**config.mk**
```make
export PLATFORM = sky130hd
export DESIGN_NAME = permute_seq_ctrl_flat
export DESIGN_NICKNAME = d
export VERILOG_FILES = /design/src/rtl/permute_ctrl_pkg.sv /design/src/rtl/permute_seq_ctrl_if.sv /design/src/rtl/permute_iter_counter.sv /design/src/rtl/permute_seq_ctrl.sv /design/src/flat_wrapper.sv
export SDC_FILE = /design/constraint.sdc
export NUM_CORES = 1
export LEC_CHECK = 0
export ABC_CLOCK_PERIOD_IN_PS = 2200
export CORE_UTILIZATION = 37
export CTS_CLUSTER_DIAMETER = 40
export DETAILED_ROUTE_END_ITERATION = 16
export PLACE_DENSITY_LB_ADDON = 0.3
export SYNTH_ARGS = -nofsm -noshare
export SYNTH_HDL_FRONTEND = slang
export SYNTH_HIERARCHICAL = 1
export SYNTH_SLANG_ARGS = --single-unit
```
**constraint.sdc**
```tcl
create_clock -name clk -period 2.2 [get_ports clk]
set_input_delay 0.66 -clock clk [delete_from_list [all_inputs] [get_ports clk]]
set_output_delay 0.66 -clock clk [all_outputs]
set_load 0.1 [all_outputs]
```
**src/rtl/permute_ctrl_pkg.sv**
```systemverilog
// rtl/permute_ctrl_pkg.sv - shared constants for the permutation sequencing controller
// Holds the binary state encoding and the default CNT_W / N_ITER / CALC_STAGES values.
package permute_ctrl_pkg;

    localparam int DEF_CNT_W       = 6;
    localparam int DEF_N_ITER      = 64;
    localparam int DEF_CALC_STAGES = 1;

    typedef logic [2:0] state_t;

    localparam state_t S_IDLE = 3'd0;
    localparam state_t S_INIT = 3'd1;
    localparam state_t S_LOAD = 3'd2;
    localparam state_t S_CALC = 3'd3;
    localparam state_t S_OUT  = 3'd4;
    localparam state_t S_DONE = 3'd5;

endpackage

```
**src/rtl/permute_seq_ctrl_if.sv**
```systemverilog
// rtl/permute_seq_ctrl_if.sv - control/status bundle between sequencer and its environment
// master: drives start, abort, in_valid, out_ack; observes the datapath strobes and status.
// slave:  the sequencer; drives sel, ld, read, out_valid, busy, done, total_ready,
//         iter_idx (CNT_W bits) and stage_idx (3 bits).
interface permute_seq_ctrl_if
    import permute_ctrl_pkg::*;
#(
    parameter int CNT_W = DEF_CNT_W
) ();
    logic             start;
    logic             abort;
    logic             in_valid;
    logic             out_ack;
    logic             sel;
    logic             ld;
    logic             read;
    logic             out_valid;
    logic             busy;
    logic             done;
    logic             total_ready;
    logic [CNT_W-1:0] iter_idx;
    logic [2:0]       stage_idx;

    modport master (
        output start, abort, in_valid, out_ack,
        input  sel, ld, read, out_valid, busy, done, total_ready, iter_idx, stage_idx
    );

    modport slave (
        input  start, abort, in_valid, out_ack,
        output sel, ld, read, out_valid, busy, done, total_ready, iter_idx, stage_idx
    );
endinterface

```
**src/rtl/permute_iter_counter.sv**
```systemverilog
// rtl/permute_iter_counter.sv - up-counter with sync clear/increment and terminal-count flag
// Ports: clk, rst (async, active-high), clr (sync clear, wins over inc), inc,
//        count (W bits), at_term (count == TERM).
module permute_iter_counter #(
    parameter int           W    = 6,
    parameter logic [W-1:0] TERM = '0
) (
    input  logic         clk,
    input  logic         rst,
    input  logic         clr,
    input  logic         inc,
    output logic [W-1:0] count,
    output logic         at_term
);

    always_ff @(posedge clk or posedge rst) begin
        if (rst) begin
            count <= '0;
        end else if (clr) begin
            count <= '0;
        end else if (inc) begin
            count <= count + W'(1);
        end
    end

    assign at_term = (count == TERM);

endmodule

```
**src/rtl/permute_seq_ctrl.sv**
```systemverilog
// rtl/permute_seq_ctrl.sv - sequencing controller stepping the permute datapath through N_ITER slices
// Ports: clk, rst (async, active-high), bus (permute_seq_ctrl_if.slave):
//        start/abort/in_valid/out_ack in; sel/ld/read/out_valid/busy/done/total_ready,
//        iter_idx, stage_idx out.
module permute_seq_ctrl
    import permute_ctrl_pkg::*;
#(
    parameter int CNT_W       = DEF_CNT_W,
    parameter int N_ITER      = DEF_N_ITER,
    parameter int CALC_STAGES = DEF_CALC_STAGES,
    parameter int HOLD_OUT    = 1
) (
    input logic                clk,
    input logic                rst,
    permute_seq_ctrl_if.slave  bus
);

    localparam logic [CNT_W-1:0] ITER_TERM = CNT_W'(N_ITER - 1);
    localparam logic [2:0]       STG_TERM  = 3'(CALC_STAGES - 1);
    localparam logic             HOLD      = (HOLD_OUT != 0);

    state_t           state;
    state_t           state_nxt;
    logic             iter_clr;
    logic             iter_inc;
    logic             iter_term;
    logic [CNT_W-1:0] iter_cnt;
    logic             stg_clr;
    logic             stg_inc;
    logic             stg_term;
    logic [2:0]       stg_cnt;
    logic             out_hs;

    // Without HOLD the result is presented for exactly one cycle, so every OUT cycle handshakes.
    assign out_hs = bus.out_ack || !HOLD;

    always_comb begin
        state_nxt = state;
        iter_clr  = 1'b0;
        iter_inc  = 1'b0;
        stg_clr   = 1'b0;
        stg_inc   = 1'b0;
        if (state != S_IDLE && bus.abort) begin
            state_nxt = S_IDLE;
            iter_clr  = 1'b1;
            stg_clr   = 1'b1;
        end else begin
            case (state)
                S_IDLE: begin
                    if (bus.start && !bus.abort) begin
                        state_nxt = S_INIT;
                    end
                end
                S_INIT: begin
                    iter_clr  = 1'b1;
                    stg_clr   = 1'b1;
                    state_nxt = S_LOAD;
                end
                S_LOAD: begin
                    if (bus.in_valid) begin
                        state_nxt = S_CALC;
                    end
                end
                S_CALC: begin
                    if (stg_term) begin
                        stg_clr   = 1'b1;
                        state_nxt = S_OUT;
                    end else begin
                        stg_inc = 1'b1;
                    end
                end
                S_OUT: begin
                    if (out_hs) begin
                        if (iter_term) begin
                            state_nxt = S_DONE;
                        end else begin
                            iter_inc  = 1'b1;
                            state_nxt = S_LOAD;
                        end
                    end
                end
                S_DONE: begin
                    state_nxt = S_IDLE;
                end
                default: begin
                    state_nxt = S_IDLE;
                end
            endcase
        end
    end

    always_ff @(posedge clk or posedge rst) begin
        if (rst) begin
            state <= S_IDLE;
        end else begin
            state <= state_nxt;
        end
    end

    permute_iter_counter #(
        .W    (CNT_W),
        .TERM (ITER_TERM)
    ) u_iter_cnt (
        .clk     (clk),
        .rst     (rst),
        .clr     (iter_clr),
        .inc     (iter_inc),
        .count   (iter_cnt),
        .at_term (iter_term)
    );

    permute_iter_counter #(
        .W    (3),
        .TERM (STG_TERM)
    ) u_stg_cnt (
        .clk     (clk),
        .rst     (rst),
        .clr     (stg_clr),
        .inc     (stg_inc),
        .count   (stg_cnt),
        .at_term (stg_term)
    );

    // A stalled LOAD must neither pop the source nor clobber the datapath register.
    assign bus.sel         = (state == S_CALC);
    assign bus.read        = (state == S_LOAD) && bus.in_valid;
    assign bus.ld          = (state == S_CALC) || bus.read;
    assign bus.out_valid   = (state == S_OUT);
    assign bus.busy        = (state != S_IDLE);
    assign bus.done        = (state == S_DONE);
    assign bus.total_ready = (state == S_IDLE);
    assign bus.iter_idx    = iter_cnt;
    assign bus.stage_idx   = stg_cnt;

endmodule
```
**src/flat_wrapper.sv**
```systemverilog
// flat-port wrapper written by rule: the top's interface ports become plain ports
module permute_seq_ctrl_flat import permute_ctrl_pkg::*;
#(
    parameter int CNT_W       = DEF_CNT_W,
    parameter int N_ITER      = DEF_N_ITER,
    parameter int CALC_STAGES = DEF_CALC_STAGES,
    parameter int HOLD_OUT    = 1
)
  (clk, rst, bus_start, bus_abort, bus_in_valid, bus_out_ack, bus_sel, bus_ld, bus_read, bus_out_valid, bus_busy, bus_done, bus_total_ready, bus_iter_idx, bus_stage_idx);
  permute_seq_ctrl_if #(.CNT_W(CNT_W)) bus_i ();
  input logic clk;
  input logic rst;
  input wire logic [$bits(bus_i.start)-1:0] bus_start;
  input wire logic [$bits(bus_i.abort)-1:0] bus_abort;
  input wire logic [$bits(bus_i.in_valid)-1:0] bus_in_valid;
  input wire logic [$bits(bus_i.out_ack)-1:0] bus_out_ack;
  output wire logic [$bits(bus_i.sel)-1:0] bus_sel;
  output wire logic [$bits(bus_i.ld)-1:0] bus_ld;
  output wire logic [$bits(bus_i.read)-1:0] bus_read;
  output wire logic [$bits(bus_i.out_valid)-1:0] bus_out_valid;
  output wire logic [$bits(bus_i.busy)-1:0] bus_busy;
  output wire logic [$bits(bus_i.done)-1:0] bus_done;
  output wire logic [$bits(bus_i.total_ready)-1:0] bus_total_ready;
  output wire logic [$bits(bus_i.iter_idx)-1:0] bus_iter_idx;
  output wire logic [$bits(bus_i.stage_idx)-1:0] bus_stage_idx;
  assign bus_i.start = bus_start;
  assign bus_i.abort = bus_abort;
  assign bus_i.in_valid = bus_in_valid;
  assign bus_i.out_ack = bus_out_ack;
  assign bus_sel = bus_i.sel;
  assign bus_ld = bus_i.ld;
  assign bus_read = bus_i.read;
  assign bus_out_valid = bus_i.out_valid;
  assign bus_busy = bus_i.busy;
  assign bus_done = bus_i.done;
  assign bus_total_ready = bus_i.total_ready;
  assign bus_iter_idx = bus_i.iter_idx;
  assign bus_stage_idx = bus_i.stage_idx;
  permute_seq_ctrl #(.CNT_W(CNT_W), .N_ITER(N_ITER), .CALC_STAGES(CALC_STAGES), .HOLD_OUT(HOLD_OUT)) u_core (.clk(clk), .rst(rst), .bus(bus_i));
endmodule
```
* After elaboration in Yosys (flattened, before gate mapping) *
Index checks and enable logic that the tools add are counted.
W data, S select, Z words.

storage, ports and cells
  logic and storage cells = 49
  input bits = 6
  output and inout port bits = 16
  register bits = 12

cells by class
  equality and inequality tests = 10
  reductions and logical operators = 11
  multiplexer cells = 23
  add/subtract/negate cells = 2

operators with widths
  operator               count
  $mux W3                8
  $pmux W3 S5            1
  $mux W6                2
  $mux W1                11
  $add A6 B1 Y6 const B  1
  $eq A3 B2 Y1 const B   2
  $eq A3 B3 Y1 const B   2
  $eq A6 B6 Y1 const B   1
  $logic_not A3 Y1       2
  $ne A3 B1 Y1 const B   2
  $ne A3 B2 Y1 const B   2
  $reduce_and A4 Y1      1
  $reduce_bool A2 Y1     2
  $add A3 B1 Y3 const B  1
  $eq A3 B1 Y1 const B   1
  $logic_and A1 B1 Y1    3
  $reduce_bool A3 Y1     1
  $pmux W1 S2            1
  $logic_not A1 Y1       1
  $logic_or A1 B1 Y1     1

* Logic depth before layout (Yosys ltp) *
Gate-level depths: netlist (run 1).

  word-level depth = 7
  depth in mapped cells = 8
  mapped depth without buffers = 8

* Modules after synthesis *
The synthesis (run 1) kept the hierarchy.

by module, submodules not included
  module                                     instances  cells each  sequential area each (um^2)  area an instance (um^2)
  permute_seq_ctrl                           1          43          75.1                         336.6
  permute_iter_counter at u_core.u_iter_cnt  1          27          150.1                        281.5
  permute_iter_counter at u_core.u_stg_cnt   1          16          75.1                         166.4

* Worst setup path before layout (run 1) *
Ideal clock, no wire load.

  kind = input to output
  from = input bus_in_valid
  to = output bus_ld
  arrival time = 4.360 ns
  path buffers = 0
  path slack = -2.820 ns
  data required time = 1.540 ns
  stages = 3
  cells stage by stage = inv_1 nor4_1 or2_2

on the way
  cells in the longest elaborated chain, start to end = 2

RTL lines
  element              line                     source
  start: declaration   flat_wrapper.sv:15       input wire logic [$bits(bus_i.in_valid)-1:0] bus_in_valid;
  $logic_and A1 B1 Y1  permute_seq_ctrl.sv:126  assign bus.read = (state == S_LOAD) && bus.in_valid;
  net bus_read         flat_wrapper.sv:19       output wire logic [$bits(bus_i.read)-1:0] bus_read;
  $logic_or A1 B1 Y1   permute_seq_ctrl.sv:127  assign bus.ld = (state == S_CALC) || bus.read;
  end: declaration     flat_wrapper.sv:18       output wire logic [$bits(bus_i.ld)-1:0] bus_ld;

The timed path passes the listed nets, and every way through them passes these cells.

* Worst setup path in the final report (run 1) *
  from = register u_core.state[2]
  to = output bus_ld

on the way
  cells in the longest elaborated chain, start to end = 3
  elaborated cells between the ends (all ways) = 4
  classes of those cells = eq/ne: 2; reduce/logical: 2

RTL lines
  element                   line                     source
  start: declaration        permute_seq_ctrl.sv:22   state_t state;
  start signal: assignment  permute_seq_ctrl.sv:96   state <= state_nxt;
  $eq A3 B2 Y1              permute_seq_ctrl.sv:126
  $logic_and A1 B1 Y1       permute_seq_ctrl.sv:126
  $logic_or A1 B1 Y1 *      permute_seq_ctrl.sv:127

Every way passes the cells marked *; elsewhere a longest branch is shown, timed or not.

==> impl_metrics.ini, run 1 <==
[worst_setup_path]
cp.depth = 4
path_class = flop to primary output
crit_arrival_ns = 1.51
critPathLaunch = u_core/state[2]
crit_family = simple AND/OR/NAND/NOR gates
max_stage_delay_ns = 0.40
path_buf_inv = 1
reg2reg_slack_ns = 0.25
r2r_start = u_core/state[1]
path_max_fanout = 5
r2r_end = u_core/u_iter_cnt/count[5]
crit_chain = and2b_2 > and2_4 > or2_4 > buf_12
critPathLaunchType = flop
r2r_cells = 8
crit_required_ns = 1.54
cpMaxStageDelayCell = dfrtp_2
endpoint_kind = primary output
crit_end = bus_ld

[placed_design]
dp_slack_ns = -0.438
gp_congestion = 0.786
dp_hpwl_mm = 1.55
numPortBuffers = 21
dp_cells = 140
post_dp_cell_area_mm2 = 0.00130

[detailed_routing]
drt_iter0_drc = 18
vias_per_cell = 5.37
drc_errors = 0
via_count = 795
wl_per_cell_um = 14.0
wl_mm = 2.07
dr.pass1.iters = 4
postRouteAntennaNets = 0

[synthesis]
postSynthAreaPerCell_um2 = 9.12
syn_nets = 95
yosys_warnings = 6
synth_area_leaders = dfrtp_1, nor2_1, ha_1
synthCells = 86
synth_enable_flop_cells = 0
seq_area_frac_synth_pct = 38.3
synth.largest_area_cell = dfrtp_1
synth.top_cell.area_share_pct = 38.3
synthFlopType = dfrtp_1
synth_common_cells = nor2_1, dfrtp_1, inv_1
synth-seq-cells = 12
async_flop_share_pct = 100
synth.distinct_cells = 36
synthesis.area_um2 = 785
synth.most_common_cell = nor2_1

[sta]
layout_setup_ws_ns = 0.0307
relSlewSlack_pct = 73.3
worstMarginPinSlew_ns = 0.399
holdWs_ns = 0.607
hold_viol_final = 0
drv_slew = 0
finalCritPeriodShare_pct = 98.6
rsz0062_at_grt = true
fin_skew_ns = 0.00828
setup_violations = 0
timing.fmax_mhz = 461
min_period_ns = 2.17

[cts]
cts-htree-levels = 1
clk_pin_slew_worst_paths_ns = 0.08
clockRootBuffer = clkbuf_4
cts-hold-fix-buffers = 0
clkLatencyLatePin_ns = 0.28
cts_buffer_depth = 2
cts_buffers = 3
clkSinkCount = 12
cts_tree = done

[final_layout]
drive_above_1_share_pct = 46.3
fin_nets = 131
final_cells = 148
syn2layout_area_growth_pct = 74.6
n_antenna_cell = 0
fill_cells = 148
fin_area_mm2 = 0.00137

[global_route]
groute.usage.overall_pct = 20.7
antenna_found_initial = 0
globalRoute.totalOverflow = 0
grt_max_degree = 11
grt_pass1_wl_mm = 3.18
grt_pass1_vias = 702

[power]
comb_power_share_pct = 66.5
power_leakage_nw = 0.595
ir_drop_mv = 0.653
switchingPower_mw = 0.648
p_per_area_mw_per_mm2 = 979
p_seq_share_pct = 20.6
pwr-share-clk_pct = 12.9
intPower_mw = 0.693
p_sw_share_pct = 48.3
total_power_mw = 1.34

[floorplanning]
fp.dieW_um = 48.0
die_area_mm2 = 0.00231
core_area_mm2 = 0.00198
pin_count = 22
start_util_pct = 39.6
rows = 16
die_h_um = 48.0

[hold_path]
holdCritPathClass = input pin to async pin

[outcome]
outcome = finished, final reports clean

[job]
cap_violations = 0
[sequential cells by signal (all words and copies together) (netlist names)]
name	flops
u_core/u_iter_cnt/count	6
u_core/u_stg_cnt/count	3
u_core/state	3
[cell usage in the layout (no fill, tap or decap), types with 2 or more instances in the layout]
master           synthesis  final
ha_1                     3      3
buf_12                   0     16
mux2i_1                  3      3
dfrtp_2                  0      7
clkdlybuf4s50_1          0      4
nand2b_1                 2      2
xor2_1                   3      3
inv_1                    9      7
nor2_1                  14     13
a21oi_1                  5      5
dfrtp_1                 12      5
nand2_1                  4      4
o21ai_0                  3      3
clkbuf_4                 0      3
o21bai_1                 2      2
buf_4                    0     11
xnor2_1                  2      2
[power by group through the flow]
| stage | Clock [mW] | Combinational [mW] | Sequential [mW] |
|---|---|---|---|
| 6_report | 0.173 | 0.892 | 0.276 |
| 5_1_grt | 0.192 | 0.934 | 0.279 |
| 4_1_cts | 0.177 | 0.862 | 0.277 |
| 3_5_place_dp | 0 | 0.841 | 0.287 |
| 3_3_place_gp | 0 | 0.825 | 0.285 |
| 2_1_floorplan | 0 | 0.559 | 0.273 |
[layout make-up]
| cell class | count | area, um2 | area share, % |
|---|---|---|---|
| clock buffers | 4 | 36.3 | 2.65 |
| flip-flops and latches | 12 | 309 | 22.6 |
| inverters | 9 | 50.0 | 3.65 |
| multi-input cells | 63 | 482 | 35.2 |
| repair buffers | 33 | 459 | 33.5 |
| well taps | 27 | 33.8 | 2.47 |
[cells by family after synthesis]
group                    synth area share [%]
flip-flops                               38.3
adder cells (fa/ha/maj)                  4.79
XOR/XNOR                                 5.58
buffers and inverters                    5.42
multiplexers                             3.83
AND/OR/NAND/NOR                          26.2
AO/OA/AOI/OAI                            15.9
[routing by layer]
layer / up-vias / wire length [um] / track usage [%]
li1: 364 / - / -
met1: 378 / 766 / 25.7
met2: 47 / 1110 / 33.2
met3: 6 / 165 / 7.92
met4: 0 / 23 / 6.11
met5: - / 0 / 0
[per-stage QoR]
step | setup TNS [ns] | util (%)
after global placement | -0.756 | 65.7
after floorplan | -0.982 | -
after detailed placement | -0.857 | 65.7
after CTS | 0 | 67.7
after global routing | -0.0462 | 69.1
final | 0 | 69.1
[how the worst min path moves through the flow]
stage / startpoint / to / cells after the start
after global routing: rst / u_core/state[0] / 2
after global placement: u_core/u_iter_cnt/count[1] / u_core/u_iter_cnt/count[1] / 2
after detailed placement: u_core/u_iter_cnt/count[1] / u_core/u_iter_cnt/count[1] / 2
after CTS: rst / u_core/u_stg_cnt/count[2] / 2
after floorplan: rst / u_core/u_stg_cnt/count[2] / 1
final: rst / u_core/u_stg_cnt/count[2] / 2
[repair_timing]
item | in CTS | in global routing
gates resized for setup | 6 | 3
buffers inserted | 1 | 3
endpoints found under the setup margin | 2 | 3
hold endpoints to repair | 0 | 0
pin swaps | 0 | 3
Power figures use the tool's default switching activity.
==> run 2: changes to the inputs <==
- GPL_TIMING_DRIVEN: unset -> 0
- PLACE_DENSITY_LB_ADDON: 0.3 -> unset
==> run 2 against run 1 <==
- the flow now finishes with violations (setup timing)
- largest cell class unchanged
- sequential cell count unchanged
- highest routed layer is now met3
- worst hold slack lost 0.031 ns
- clock skew is 0.0053 ns lower
- worst setup slack got worse by 0.058 ns
- register-to-register slack is essentially flat
- die area stayed put
- clock-buffer cell count is the same
- non-clock buffer count shrank 3
- utilization shrank 9.1 points
- wire length decreased by 15%
- sequential power decreased by 1%
- first-iteration DRC count fell by 39%
- largest power group unchanged
==> impl_metrics.ini, run 2 (synthesized netlist as in run 1, its figures left out) <==
[final_layout]
layout_common_cells = nor2_1, buf_4, inv_1, dfrtp_1, clkbuf_2
layout_commonest_cell = nor2_1
max_flop_register = u_core/u_iter_cnt/count
fill_cells = 165
n_antenna_cell = 0
fin_area_mm2 = 0.00119
largest_register_ffs = 6
drive_above_1_share_pct = 41.5
syn2layout_area_growth_pct = 51.7
fin_util_pct = 60.0
reg_top3 = u_core/u_iter_cnt/count: 6 flops, u_core/state: 3 flops, u_core/u_stg_cnt/count: 3 flops
fin_nets = 128

[global_route]
globalRoute.totalOverflow = 0
groute.usage.overall_pct = 16.4
grt_pass1_wl_mm = 2.59
top_usage_layer = met2
grtUsageMet3_pct = 5.66
grt_pass1_vias = 595
met1_usage_pct = 22.3
grt_max_degree = 11
grt.met2_usage_pct = 25.4
antenna_found_initial = 0

[sta]
finalCritPeriodShare_pct = 101
setup_violations = 1
drv_slew = 0
holdWs_ns = 0.576
timing.fmax_mhz = 449
hold_viol_final = 0
fin_skew_ns = 0.00293
layout_setup_ws_ns = -0.0277
min_period_ns = 2.23
relSlewSlack_pct = 36.9
rsz0062_at_grt = true
worstMarginPinSlew_ns = 0.950

[floorplanning]
start_util_pct = 39.6
die_h_um = 48.0
die_area_mm2 = 0.00231
rows = 16
pin_count = 22
core_area_mm2 = 0.00198
fp.dieW_um = 48.0

[worst_setup_path]
r2r_start = u_core/u_iter_cnt/count[0]
path_max_fanout = 8
endpoint_kind = primary output
crit_arrival_ns = 1.57
critPathLaunchType = flop
critPathLaunch = u_core/state[2]
crit_required_ns = 1.54
path_class = flop to primary output

[hold_path]
min-delay-start = u_core/u_iter_cnt/count[4]
holdCritPathClass = flop to flop

[placed_design]
dp_hpwl_mm = 1.25
post_dp_cell_area_mm2 = 0.00108
numPortBuffers = 20
dp_slack_ns = -1.35
gp_congestion = 0.734

[detailed_routing]
via_count = 694
wl_mm = 1.75
dr.pass1.iters = 4
wl_per_cell_um = 12.1
vias_per_cell = 4.79
postRouteAntennaNets = 0
drt_iter0_drc = 11
drc_errors = 0

[cts]
clockRootBuffer = clkbuf_4
cts_buffers = 3
clkSinkCount = 12
cts_tree = done
cts-htree-levels = 1
clk_pin_slew_worst_paths_ns = 0.07
clkLatencyLatePin_ns = 0.27
cts_buffer_depth = 2
cts-hold-fix-buffers = 0

[power]
p_per_area_mw_per_mm2 = 1100
total_power_mw = 1.31
power_leakage_nw = 0.541
ir_drop_mv = 0.662

[job]
cap_violations = 0

[outcome]
outcome = finished, violations left
violations = setup timing
-- run 2: changes by cell type in the layout (fill, tap and decap cells not counted), sizes merged --
cell and delta:
buf -13, clkdlybuf4s50 -1, clkdlybuf4s15 +3, clkbuf +8
-- run 2: worst paths after layout --
| check | to | slack (ns) | cells after the start |
|---|---|---|---|
| min in group asynchronous | u_core/u_stg_cnt/count[2] | 0.60 | 2 |
| worst min-delay path | u_core/u_iter_cnt/count[4] | 0.58 | 2 |
| worst min register to register | u_core/u_iter_cnt/count[4] | 0.58 | 2 |
| max in group asynchronous | u_core/u_iter_cnt/count[1] | 1.33 | 2 |
| worst max register to register | u_core/u_iter_cnt/count[5] | 0.26 | 8 |
| worst max-delay path | bus_ld | -0.03 | 4 |
-- run 2: layer usage --
metal / wire length [um] / part of all wire, % / up-vias
met2: 858 / 49 / 13
met5: 0 / 0 / -
li1: - / - / 356
met1: 827 / 47 / 325
met3: 67 / 3.8 / 0
met4: 0 / 0 / 0
-- run 2: worst max-delay path, stage by stage (launching register included) --
cell     delay (ns)
dfrtp_2        0.48
and2b_1        0.24
and2_4         0.16
or2_4          0.25
buf_12         0.16
-- run 2: final cells by class --
cell class | count | area (um2) | area share, %
multi-input combinational | 63 | 480 | 40.4
buffer | 2 | 20.0 | 1.68
timing repair buffer | 28 | 263 | 22.1
sequential | 12 | 307 | 25.8
tap | 27 | 33.8 | 2.84
clock buffer | 4 | 36.3 | 3.05
inverter | 9 | 50.0 | 4.21
-- run 2: timing repair --
item | in CTS | in global routing
setup buffers | 0 | 8
hold endpoints to repair | 0 | 0
pin swaps | 1 | 1
gates resized for setup | 69 | 12
setup endpoints to repair | 16 | 14
-- run 2: report_power, final --
group / internal [mW] / switching [mW] / total, mW
sequential: 0.240 / 0.0321 / 0.272
combinational: 0.334 / 0.530 / 0.864
clock: 0.101 / 0.0719 / 0.172
total: 0.674 / 0.634 / 1.31
-- run 2: through the flow --
| step | cells | setup TNS [ns] |
|---|---|---|
| after floorplan | 86 | -0.982 |
| after global placement | 133 | -5.10 |
| after detailed placement | 133 | -5.10 |
| final | 145 | -0.0277 |
| after global routing | 145 | -0.0822 |
| after CTS | 137 | -0.0481 |
